## src/rtl/kbd_io_pkg.sv

```systemverilog
// Shared types and constants for the PS/2 keyboard i/o device.
// Covers receiver states, register offsets, status bit positions and the frame check.
package kbd_io_pkg;

    typedef enum logic [1:0] {StIdle, StData, StParity, StStop} rx_state_e;

    localparam logic REG_DATA   = 1'b0;
    localparam logic REG_STATUS = 1'b1;

    localparam int unsigned ST_READY = 0;
    localparam int unsigned ST_OVF   = 1;
    localparam int unsigned ST_FERR  = 2;

    // A frame is good when the stop bit is 1 and data+parity carry odd parity.
    function automatic logic frame_ok(logic [7:0] data, logic par, logic stop);
        return stop & (^{data, par});
    endfunction

endpackage

```

## src/rtl/kbd_fifo.sv

```systemverilog
// Scan-code FIFO with count-based full/empty and a combinational head byte.
// A pop on an empty FIFO is ignored; a push into a full FIFO succeeds only alongside a real pop.
module kbd_fifo #(
    parameter int unsigned FIFO_DEPTH = 8
) (
    input  logic       clk,
    input  logic       clr,
    input  logic       push,
    input  logic       pop,
    input  logic [7:0] wdata,
    output logic [7:0] head,
    output logic       empty,
    output logic       drop
);

    localparam int unsigned AW = $clog2(FIFO_DEPTH);

    logic [7:0]  mem_q [FIFO_DEPTH];
    logic [AW-1:0] wr_ptr_q, rd_ptr_q;
    logic [AW:0]   count_q;
    logic          full, push_ok, pop_ok;

    always_comb begin
        empty   = (count_q == '0);
        full    = (count_q == (AW+1)'(FIFO_DEPTH));
        pop_ok  = pop & ~empty;
        push_ok = push & (~full | pop_ok);
        drop    = push & full & ~pop_ok;
        head    = mem_q[rd_ptr_q];
    end

    always_ff @(posedge clk) begin
        if (clr) begin
            wr_ptr_q <= '0;
            rd_ptr_q <= '0;
            count_q  <= '0;
        end else begin
            if (push_ok) wr_ptr_q <= wr_ptr_q + AW'(1);
            if (pop_ok)  rd_ptr_q <= rd_ptr_q + AW'(1);
            count_q <= count_q + (AW+1)'(push_ok) - (AW+1)'(pop_ok);
        end
    end

    always_ff @(posedge clk) begin
        if (push_ok) mem_q[wr_ptr_q] <= wdata;
    end

endmodule

```

## src/rtl/ps2_kbd_io.sv

```systemverilog
// PS/2 keyboard receiver mapped into CPU i/o space: conditions the PS/2 lines,
// deframes scan codes into a FIFO, and exposes DATA/STATUS registers to lw/sw.
module ps2_kbd_io
    import kbd_io_pkg::*;
#(
    parameter int unsigned FIFO_DEPTH = 8,
    parameter int unsigned FILTER_LEN = 8,
    parameter int unsigned TIMEOUT    = 10000
) (
    input  logic        clk,
    input  logic        clr,
    input  logic        ps2_clk,
    input  logic        ps2_data,
    input  logic        io_rdn,
    input  logic        io_wrn,
    input  logic        io_addr,
    input  logic [31:0] io_wdata,
    output logic [31:0] io_rdata,
    output logic        kbd_ready,
    output logic        kbd_overflow
);

    localparam int unsigned FW = $clog2(FILTER_LEN + 1);
    localparam int unsigned TW = $clog2(TIMEOUT + 1);

    logic [1:0]    clk_sync_q, dat_sync_q;
    logic [FW-1:0] filt_cnt_q;
    logic          filt_clk_q, filt_flip, sample_evt, sample;

    rx_state_e     state_q, state_d;
    logic [2:0]    bit_cnt_q;
    logic [7:0]    shift_q;
    logic          par_q;
    logic [TW-1:0] tmo_q;
    logic          tmo_hit, frame_done, good_byte, bad_frame;

    logic          ovf_q, ferr_q, fifo_empty, fifo_drop, pop_req, wr_status;
    logic [7:0]    fifo_head;
    logic          unused_wdata;

    assign unused_wdata = ^{io_wdata[31:3], io_wdata[0]};

    always_comb begin
        filt_flip  = (clk_sync_q[1] != filt_clk_q) && (filt_cnt_q == FW'(FILTER_LEN - 1));
        sample_evt = filt_clk_q & filt_flip;
        sample     = dat_sync_q[1];
    end

    always_ff @(posedge clk) begin
        if (clr) begin
            clk_sync_q <= 2'b11;
            dat_sync_q <= 2'b11;
            filt_cnt_q <= '0;
            filt_clk_q <= 1'b1;
        end else begin
            clk_sync_q <= {clk_sync_q[0], ps2_clk};
            dat_sync_q <= {dat_sync_q[0], ps2_data};
            if (clk_sync_q[1] == filt_clk_q) begin
                filt_cnt_q <= '0;
            end else if (filt_flip) begin
                filt_clk_q <= ~filt_clk_q;
                filt_cnt_q <= '0;
            end else begin
                filt_cnt_q <= filt_cnt_q + FW'(1);
            end
        end
    end

    always_ff @(posedge clk) begin
        if (clr) state_q <= StIdle;
        else     state_q <= state_d;
    end

    always_comb begin
        tmo_hit = (state_q != StIdle) && !sample_evt && (tmo_q == TW'(TIMEOUT - 1));
        state_d = state_q;
        if (tmo_hit) begin
            state_d = StIdle;
        end else if (sample_evt) begin
            unique case (state_q)
                StIdle:   if (!sample) state_d = StData;
                StData:   if (bit_cnt_q == 3'd7) state_d = StParity;
                StParity: state_d = StStop;
                StStop:   state_d = StIdle;
            endcase
        end
    end

    always_comb begin
        frame_done = sample_evt && (state_q == StStop);
        good_byte  = frame_done && frame_ok(shift_q, par_q, sample);
        bad_frame  = frame_done && !good_byte;
    end

    always_ff @(posedge clk) begin
        if (clr) begin
            bit_cnt_q <= '0;
            shift_q   <= '0;
            par_q     <= 1'b0;
            tmo_q     <= '0;
        end else begin
            if (state_q == StIdle || sample_evt) tmo_q <= '0;
            else                                 tmo_q <= tmo_q + TW'(1);
            if (sample_evt) begin
                case (state_q)
                    StIdle:   bit_cnt_q <= '0;
                    StData: begin
                        shift_q   <= {sample, shift_q[7:1]};
                        bit_cnt_q <= bit_cnt_q + 3'd1;
                    end
                    StParity: par_q <= sample;
                    default:  ;
                endcase
            end
        end
    end

    assign pop_req   = !io_rdn && (io_addr == REG_DATA);
    assign wr_status = !io_wrn && (io_addr == REG_STATUS);

    kbd_fifo #(
        .FIFO_DEPTH(FIFO_DEPTH)
    ) u_fifo (
        .clk   (clk),
        .clr   (clr),
        .push  (good_byte),
        .pop   (pop_req),
        .wdata (shift_q),
        .head  (fifo_head),
        .empty (fifo_empty),
        .drop  (fifo_drop)
    );

    // Set has priority over a write-1-to-clear in the same cycle.
    always_ff @(posedge clk) begin
        if (clr) begin
            ovf_q  <= 1'b0;
            ferr_q <= 1'b0;
        end else begin
            if (fifo_drop)                         ovf_q <= 1'b1;
            else if (wr_status && io_wdata[ST_OVF]) ovf_q <= 1'b0;
            if (bad_frame)                          ferr_q <= 1'b1;
            else if (wr_status && io_wdata[ST_FERR]) ferr_q <= 1'b0;
        end
    end

    always_comb begin
        kbd_ready    = !fifo_empty;
        kbd_overflow = ovf_q;
        io_rdata     = '0;
        if (io_addr == REG_STATUS) begin
            io_rdata[ST_READY] = kbd_ready;
            io_rdata[ST_OVF]   = ovf_q;
            io_rdata[ST_FERR]  = ferr_q;
        end else if (!fifo_empty) begin
            io_rdata[7:0] = fifo_head;
        end
    end

endmodule

```

## config.mk

```make
export PLATFORM = sky130hd
export DESIGN_NAME = ps2_kbd_io
export DESIGN_NICKNAME = d
export VERILOG_FILES = /design/src/rtl/kbd_io_pkg.sv /design/src/rtl/kbd_fifo.sv /design/src/rtl/ps2_kbd_io.sv
export SDC_FILE = /design/constraint.sdc
export NUM_CORES = 1
export LEC_CHECK = 0
export CORE_ASPECT_RATIO = 1.75
export CORE_UTILIZATION = 55
export CTS_BUF_LIST = sky130_fd_sc_hd__clkbuf_4 sky130_fd_sc_hd__clkbuf_8 sky130_fd_sc_hd__clkbuf_16
export DETAILED_ROUTE_END_ITERATION = 12
export GPL_ROUTABILITY_DRIVEN = 0
export MAX_ROUTING_LAYER = met4
export PLACE_DENSITY = 0.81
export SLEW_MARGIN = 10
export SYNTH_ARGS = -nofsm -noshare
export SYNTH_HDL_FRONTEND = slang
export SYNTH_SLANG_ARGS = --single-unit
```

## constraint.sdc

```tcl
create_clock -name clk -period 3.95 [get_ports clk]
set_input_delay 0.5925 -clock clk [delete_from_list [all_inputs] [get_ports clk]]
set_output_delay 0.5925 -clock clk [all_outputs]
set_load 0.01 [all_outputs]
```

Word-level counts from Yosys, hierarchy flattened
Memory sizes are Yosys's and may differ from the RTL's. A register that Yosys moved wholly into a read port is not among the register bits.
Index checks and enable logic that the tools add are counted.
- bitwise logic cells: 13
- reductions and logical operators: 31
- $add $sub $neg: 7
- mux-type cells: 15
- equality and inequality tests: 11
- operator list (cell ; number):
    adder 14 x 1 -> 14 bit (second input constant) ; 1
    equality test 14 bit (second input constant) ; 1
    logical AND 1 bit ; 10
    adder 3 x 1 -> 3 bit (second input constant) ; 3
    two-way mux 3 bit ; 3
    parity 9 bit ; 1
    two-way mux 8 bit ; 1
    one-hot mux 2 bit (4 select lines) ; 1
    AND reduction 2 bit ; 4
    nonzero test 2 bit ; 4
    bitwise AND 1 bit ; 6
    two-way mux 1 bit ; 6
    NOT 1 bit ; 6
    one-hot mux 3 bit (2 select lines) ; 1
    zero test 1 bit ; 5
    two-way mux 5 bit ; 1
    adder 4 x 1 -> 4 bit ; 1
    adder 4 x 1 -> 4 bit (second input constant) ; 1
    equality test 2 bit (second input constant) ; 2
    equality test 4 x 3 -> 1 bit (second input constant) ; 1
    equality test 4 bit (second input constant) ; 1
    zero test 4 bit ; 1
    two-way mux 2 bit ; 2
    != test 2 bit (second input constant) ; 2
    11 further kinds ; 12
- memories kept: 1
- word-level logic and storage cells: 92
- input port bits: 39
- output and inout port bits: 34
- register bits after elaboration: 49
- RAM bits: 64
- memories (name ; words ; width ; rd ports ; clocked after memory_dff ; wr ports ; RTL line ; source):
    u_fifo.mem_q ; 8 ; 8 ; 1 ; 1 ; 1 ; kbd_fifo.sv:18 ; logic [7:0] mem_q [FIFO_DEPTH];

Depth between registers and ports, before layout
Gate-level depths: netlist of the first run.
- depth in word-level cells: 8
- mapped depth: 11
- gate-level depth less buffers: 11

Cells and area by module
From an unflattened synthesis of the first run, not the netlist that was laid out.
- cells, all modules: 409
- area, all modules: 5211.2 µm²
- modules (own cells, without submodules) (module ; instances ; area each (µm²) ; seq. area each (µm²) ; cells each):
    kbd_fifo ; 1 ; 3200.6 ; 2182.1 ; 187
    ps2_kbd_io ; 1 ; 2010.7 ; 780.7 ; 222

Worst setup path before layout of the first run
No wires, ideal clock.
- path type: register to register
- start: reg shift_q[2]
- end: mem u_fifo.mem_q[5][0], enable pin
- buffers on the path: 0
- period minus slack after synthesis: 2680 ps
- setup slack: 1270 ps
- arrival: 2285 ps
- stages on the path, launching flop included: 6
- setup time: 395 ps
- required time: 3555 ps
- cell sequence: dfxtp_1 xor2_1 xnor3_2 xor2_2 nand2_1 nor4_1
- longest elaborated chain between the ends: 6
- RTL lines (element ; RTL line ; source):
    from (decl) ; ps2_kbd_io.sv:32 ; logic [7:0] shift_q;
    from (signal assigned) ; ps2_kbd_io.sv:108 ; shift_q <= {sample, shift_q[7:1]};
    parity 9 bit ; kbd_io_pkg.sv:16 ; return stop & (^{data, par});
    bitwise AND 1 bit ; kbd_io_pkg.sv:16 ;
    logical AND 1 bit ; ps2_kbd_io.sv:91 ; good_byte = frame_done && frame_ok(shift_q, par_q, sample);
    bitwise AND 1 bit ; kbd_fifo.sv:27 ; push_ok = push & (~full | pop_ok);
    two-way mux 1 bit ; kbd_fifo.sv:45 ; if (push_ok) mem_q[wr_ptr_q] <= wdata;
    two-way mux 1 bit (implied by the code) ; kbd_fifo.sv:45 ;
    to (decl) ; kbd_fifo.sv:18 ;
No other way between the ends.

==> run_results.csv, run 1 <==
group,metric,value,unit
run_status,outcome,"finished clean",
sta,tns,0,ns
sta,setup_violations,0,
yosys,seq_area_frac_synth,59.38,%
global_routing,grt_pass1_wl,14.30,mm
clock_tree,root_buffer,"clkbuf_16",
critical_path,crit_required,3.36,ns
global_routing,grt_use_met2,37.54,%
floorplanning,io_pins,73,
routing,vias,2915,
power,power,3.079,mW
critical_path,crit_path_cell_trace,"mux4_2 -> nor2b_1 -> a211oi_1 -> nor2_1 -> clkdlybuf4s50_1",
yosys,yosys_warnings,0,
routing,wl,8.554,mm
placement,dp_hpwl,5.781,mm
power,p_leak,2.079,nW
global_routing,antenna_found_initial,0,
floorplanning,die_y,128,um
routing,drt_iter0_drc,182,
critical_path,cp.arrival,2.64,ns
clock_tree,cts-htree-levels,4,
final_layout,fin_nets,486,
global_routing,grt_max_degree,36,
yosys,ys_types,46,
final_layout,filler_cell_count,633,
sta,max_freq,0.3092,GHz
sta,fin_crit_sh,81.88,%
clock_tree,clk_latency,0.41,ns
yosys,synth-compound-area-share,3.786,%
yosys,synthArstFlopShare,0,%
clock_tree,cts_setup_buffers,0,
clock_tree,cts_hold_buf,0,
job,maxCapViolations,0,
floorplanning,core,0.008727,mm^2
clock_tree,cts_tree,"built",
critical_path,cp-start-kind,"register",
sta,post-route-min-period,3.234,ns
sta,holdWs,0.4079,ns
power,seqPwrFrac,42.7,%
routing,firstDrtPassIters,4,
power,internal-power,2.403,mW
critical_path,cp_slowest_stage_delay,0.69,ns
floorplanning,die_w,74,um
sta,grt_setup_unrepaired,"no",
sta,slew_headroom,49.50,%
critical_path,crit_family,"flip-flops",
critical_path,worst-path-max-fanout,9,
critical_path,critical-path-slowest-cell,"dfxtp_1",
critical_path,end_kind,"output pin",
routing,drc,0,
power,ir_drop,0.0003229,V
placement,port_buffers,18,
routing,avgRoutedWirePerCell,15.28,um
critical_path,worst-setup-path-type,"reg2out",
floorplanning,core.rowCount,45,
sta,maxSlewViolCount,0,
routing,drt-vias-per-instance,5.205,
yosys,avgSynthCellArea,12.57,um^2
final_layout,final_common_cell,"edfxtp_1",
floorplanning,initial_utilization,57.18,%
sta,hold_violations,0,
global_routing,overflow,0,
routing,ant_nets,0,
global_routing,use_met3,8.884,%
final_layout,final_cell_mix,"edfxtp_1 (64), dfxtp_1 (52), nor2_1 (45)",
yosys,ys.flop_type,"edfxtp_1",
power,pwr-share-clk,45.5,%
yosys,synthXorXnorAreaFrac,5.191,%
placement,post-place-ws,0.9496,ns
power,combPwrFrac,11.8,%
final_layout,final_cells,560,
clock_tree,cts.repair.resized,0,
yosys,synth-adder-area-share,4.413,%
power,power_switching_share,21.98,%
yosys,synth_simple_gate_area_share,11.51,%
yosys,synth_mux_area_share,9.253,%
global_routing,grt_use_total,22.05,%
global_routing,first_global_vias,3011,
yosys,synth_top_family_by_area,"simple AND/OR/NAND/NOR gates",
sta,fin_skew,0.008143,ns
yosys,ys_seq_elements,116,
final_layout,layout-drive-gt1-share,15.58,%
yosys,synth_edf_count,64,
clock_tree,cts_buffer_depth,2,
final_layout,final_cell_area,0.005797,mm^2
critical_path,crit_buf_inv,1,
clock_tree,cts_made_buffers,17,
power,switchingPower,0.6768,mW
final_layout,post-route-util,66.42,%
global_routing,use_met1,21.00,%
yosys,synth_area,0.004990,mm^2
final_layout,area_delta_synth_final,16.17,%
floorplanning,die-area,0.009472,mm^2
yosys,synth_cells,397,
global_routing,grt.busiest_layer,"met2",
placement,postPlaceCellArea,0.005234,mm^2
final_layout,antenna_cells,0,
clock_tree,cts.sinks,116,
worst_hold_path,hold_path.class,"reg2reg",
placement,placed_cells,528,
sta,tightest_slew,0.7564,ns
power,power_density,531.2,mW/mm^2
sta,layout_setup_ws,0.7158,ns
clock_tree,clkTransAtPathRegs,0.05,ns
-- worst paths after layout --
path	start	to	slack (ns)	cells past startpoint
max	register	io_rdata[0]	0.72	5
min	clk_sync_q[0]	clk_sync_q[1]	0.41	1
max reg2reg	shift_q[1]	u_fifo.count_q[2]	1.19	10
min reg2reg	clk_sync_q[0]	clk_sync_q[1]	0.41	1
-- sequential cells by signal, summed over array words and instances (netlist names), named ones only --
name	flops
u_fifo.rd_ptr_q	3
dat_sync_q	2
u_fifo.wr_ptr_q	3
filt_clk_q	1
u_fifo.mem_q	64
state_q	2
shift_q	8
filt_cnt_q	4
clk_sync_q	2
bit_cnt_q	3
tmo_q	14
kbd_overflow	1
ferr_q	1
par_q	1
u_fifo.count_q	4
-- per-layer routing --
| layer | vias to the layer above | wire length, um |
|---|---|---|
| met5 | - | 0 |
| met2 | 73 | 4988 |
| met1 | 1418 | 3146 |
| met4 | 0 | 82 |
| li1 | 1419 | - |
| met3 | 5 | 337 |
-- power groups by stage --
stage / combinational (mW) / clock (mW) / sequential [mW]
final: 0.364 / 1.40 / 1.31
after global routing: 0.407 / 1.49 / 1.32
after CTS: 0.371 / 1.43 / 1.31
after detailed placement: 0.368 / 0 / 1.34
after global placement: 0.356 / 0 / 1.34
after floorplan: 0.274 / 0 / 1.32
-- Yosys cell counts, types with 2 or more instances --
cell type	number	area, um^2
buf_4	24	180.2
nor3_1	5	25.02
xor2_1	12	105.1
nand4_1	5	31.28
edfxtp_1	64	1922
and4_1	2	17.52
a211oi_1	2	15.01
inv_1	18	67.56
nor2b_1	3	18.77
dfxtp_1	52	1041
xnor2_1	13	113.9
mux2i_1	9	90.09
nand2_1	34	127.6
buf_2	3	15.01
mux4_2	16	360.4
buf_6	2	22.52
nor3b_1	2	15.01
nor2_1	45	168.9
clkbuf_1	8	30.03
o21ai_0	6	30.03
ha_1	16	200.2
nand2b_1	2	12.51
nor4_1	3	18.77
nand3b_1	2	15.01
a22oi_1	3	22.52
a21oi_1	14	70.07
nand3_1	9	45.04
or2_2	5	31.28
-- cells by family (layout without fill, tap and decap cells) --
kind of cell,count (synthesis),in the layout
simple gates,123,123
flops,116,116
buf+inv,56,79
compound gates,31,31
xor+xnor,27,27
mux,26,26
fa+ha+maj,17,17
other cells,1,24
-- cell type report --
cell class | count | area, um^2 | share of cell area, %
multi-input cells | 248 | 1794 | 30.95
repair buffers | 29 | 262.8 | 4.533
well taps | 117 | 146.4 | 2.525
inverters | 18 | 67.56 | 1.166
clock buffers | 27 | 538.0 | 9.281
flip-flops and latches | 116 | 2963 | 51.11
clock inverters | 5 | 25.02 | 0.4317
(Power assumes the default switching activity.)
==> run 2: changes to the inputs <==
--- a/config.mk
+++ b/config.mk
@@ -6,12 +6,12 @@
 export NUM_CORES = 1
 export LEC_CHECK = 0
 export CORE_ASPECT_RATIO = 1.75
-export CORE_UTILIZATION = 55
+export CORE_UTILIZATION = 54
 export CTS_BUF_LIST = sky130_fd_sc_hd__clkbuf_4 sky130_fd_sc_hd__clkbuf_8 sky130_fd_sc_hd__clkbuf_16
 export DETAILED_ROUTE_END_ITERATION = 12
 export GPL_ROUTABILITY_DRIVEN = 0
 export MAX_ROUTING_LAYER = met4
-export PLACE_DENSITY = 0.81
+export PLACE_DENSITY = 0.79
 export SLEW_MARGIN = 10
 export SYNTH_ARGS = -nofsm -noshare
 export SYNTH_HDL_FRONTEND = slang
==> constraint.sdc (replaced) <==
create_clock -name clk -period 3.1 [get_ports clk]
set_input_delay 0.465 -clock clk [delete_from_list [all_inputs] [get_ports clk]]
set_output_delay 0.465 -clock clk [all_outputs]
set_load 0.01 [all_outputs]
==> run 2 against run 1 <==
  * Worst hold slack worse by 0.0027 ns
  * Non-clock buffer count is 5 higher
  * Die area up 1.8%
  * Critical endpoint is now io_rdata[2]
  * Combinational power is 32% higher
  * Sequential share of layout area decreased by 0.93 points
  * The run now ends with design-rule violations left
  * Clock power rose by 46%
  * Critical path type unchanged
  * First-iteration DRC count decreased by 21%
  * Worst setup slack got worse by 0.49 ns
  * Largest cell class unchanged
  * Routed wire length increased by 3.1%
==> run_results.csv, run 2 (synthesis results as in run 1) <==
group,metric,value,unit
sta,grt_setup_unrepaired,"no",
sta,slew_headroom,64.03,%
sta,fin_skew,0.007688,ns
final_layout,filler_cell_count,651,
floorplanning,core,0.009036,mm^2
final_layout,largest_register,"u_fifo.mem_q",
sta,setup_violations,0,
critical_path,cp.arrival,2.41,ns
global_routing,overflow,0,
critical_path,crit_path_cell_trace,"buf_4 -> mux4_2 -> mux2i_1 -> o21ai_0 -> clkdlybuf4s50_1",
routing,vias,3008,
job,maxCapViolations,0,
placement,dp_hpwl,5.738,mm
global_routing,grt_pass1_wl,14.03,mm
final_layout,final_cell_mix,"edfxtp_1 (64), dfxtp_1 (52), nor2_1 (45)",
final_layout,final_common_cell,"edfxtp_1",
critical_path,critical-path-slowest-cell,"mux4_2",
sta,tightest_slew,0.5388,ns
clock_tree,cts_tree,"built",
sta,tns,0,ns
clock_tree,cts_made_buffers,17,
global_routing,grt_max_degree,35,
final_layout,largest_reg_flops,64,
sta,layout_setup_ws,0.2238,ns
global_routing,antenna_found_initial,0,
critical_path,ff2ff_setup_slack,0.30,ns
critical_path,crit_buf_inv,2,
clock_tree,cts.sinks,116,
worst_hold_path,hold_path.class,"reg2reg",
global_routing,grt_use_total,21.03,%
final_layout,largestRegisters,"u_fifo.mem_q (64), tmo_q (14), shift_q (8)",
floorplanning,die-area,0.009644,mm^2
sta,holdWs,0.4052,ns
clock_tree,cts_setup_buffers,0,
critical_path,worst-setup-path-type,"reg2out",
final_layout,fin_nets,491,
critical_path,crit_family,"buffers and inverters",
placement,post-place-ws,0.2817,ns
final_layout,final_cell_area,0.005904,mm^2
sta,post-route-min-period,2.876,ns
final_layout,area_delta_synth_final,18.33,%
sta,fin_crit_sh,92.78,%
clock_tree,clk_latency,0.41,ns
power,power,4.177,mW
final_layout,layout-drive-gt1-share,16.29,%
floorplanning,die_w,74.67,um
floorplanning,die_y,129.2,um
clock_tree,clkTransAtPathRegs,0.05,ns
placement,placed_cells,536,
routing,drt-vias-per-instance,5.296,
sta,max_freq,0.3477,GHz
run_status,violations,"design-rule violations",
sta,hold_violations,0,
critical_path,cp_slowest_stage_delay,0.54,ns
power,p_leak,2.115,nW
placement,postPlaceCellArea,0.005275,mm^2
final_layout,antenna_cells,0,
clock_tree,cts_buffer_depth,2,
critical_path,cp-start-kind,"register",
placement,port_buffers,18,
routing,wl,8.820,mm
clock_tree,cts_hold_buf,0,
global_routing,first_global_vias,3000,
sta,maxSlewViolCount,0,
clock_tree,cts-htree-levels,4,
power,ir_drop,0.0005594,V
routing,ant_nets,0,
run_status,outcome,"finished, violations left",
power,power_density,707.4,mW/mm^2
final_layout,post-route-util,65.34,%
clock_tree,cts.repair.resized,0,
routing,drt_iter0_drc,144,
routing,drc,1,
clock_tree,root_buffer,"clkbuf_16",
routing,avgRoutedWirePerCell,15.53,um
final_layout,final_cells,568,
floorplanning,core.rowCount,46,
floorplanning,io_pins,73,
critical_path,crit_required,2.63,ns
floorplanning,initial_utilization,55.22,%
critical_path,worst-path-max-fanout,14,
routing,firstDrtPassIters,8,
critical_path,end_kind,"output pin",
-- run 2: changes by cell type in the layout (fill, tap and decap cells not counted), sizes merged --
cell,change
buf,+5
bufinv,+4
clkbuf,-8
clkinv,+1
clkinvlp,+3
-- run 2: power breakdown --
part           total (mW)  internal, mW  switching [mW]
clock                2.04          1.37           0.668
sequential           1.66          1.64          0.0215
combinational       0.481         0.254           0.226
-- run 2: metal layers --
layer	up-vias	global-route usage, %	wire length [um]
met2	78	36.83	5161
li1	1427	-	-
met4	0	11.54	190
met5	-	-	0
met1	1483	20.23	3171
met3	20	5.677	296
-- run 2: area by class of cell --
class / count / area, um^2 / share of cell area, %
sequential: 116 / 2963 / 50.18
tap: 120 / 150.1 / 2.543
multi-input combinational: 248 / 1794 / 30.39
inverter: 18 / 67.56 / 1.144
clock inverter: 13 / 182.7 / 3.094
clock buffer: 19 / 446.7 / 7.565
timing repair buffer: 34 / 300.3 / 5.086
-- run 2: final timing paths --
kind	end	cells past startpoint	startpoint
max	io_rdata[2]	5	register
min	clk_sync_q[1]	1	clk_sync_q[0]
max reg2reg	u_fifo.count_q[2]	10	shift_q[2]
min reg2reg	clk_sync_q[1]	1	clk_sync_q[0]
-- run 2: worst reg2reg max path: cells and delay by family, from the launching register on --
kind                     cells  cell delay, ns
adder cells (fa/ha/maj)      2            0.54
XOR/XNOR                     4            1.19
flip-flops                   1            0.53
AND/OR/NAND/NOR              2            0.23
buffers and inverters        2            0.18
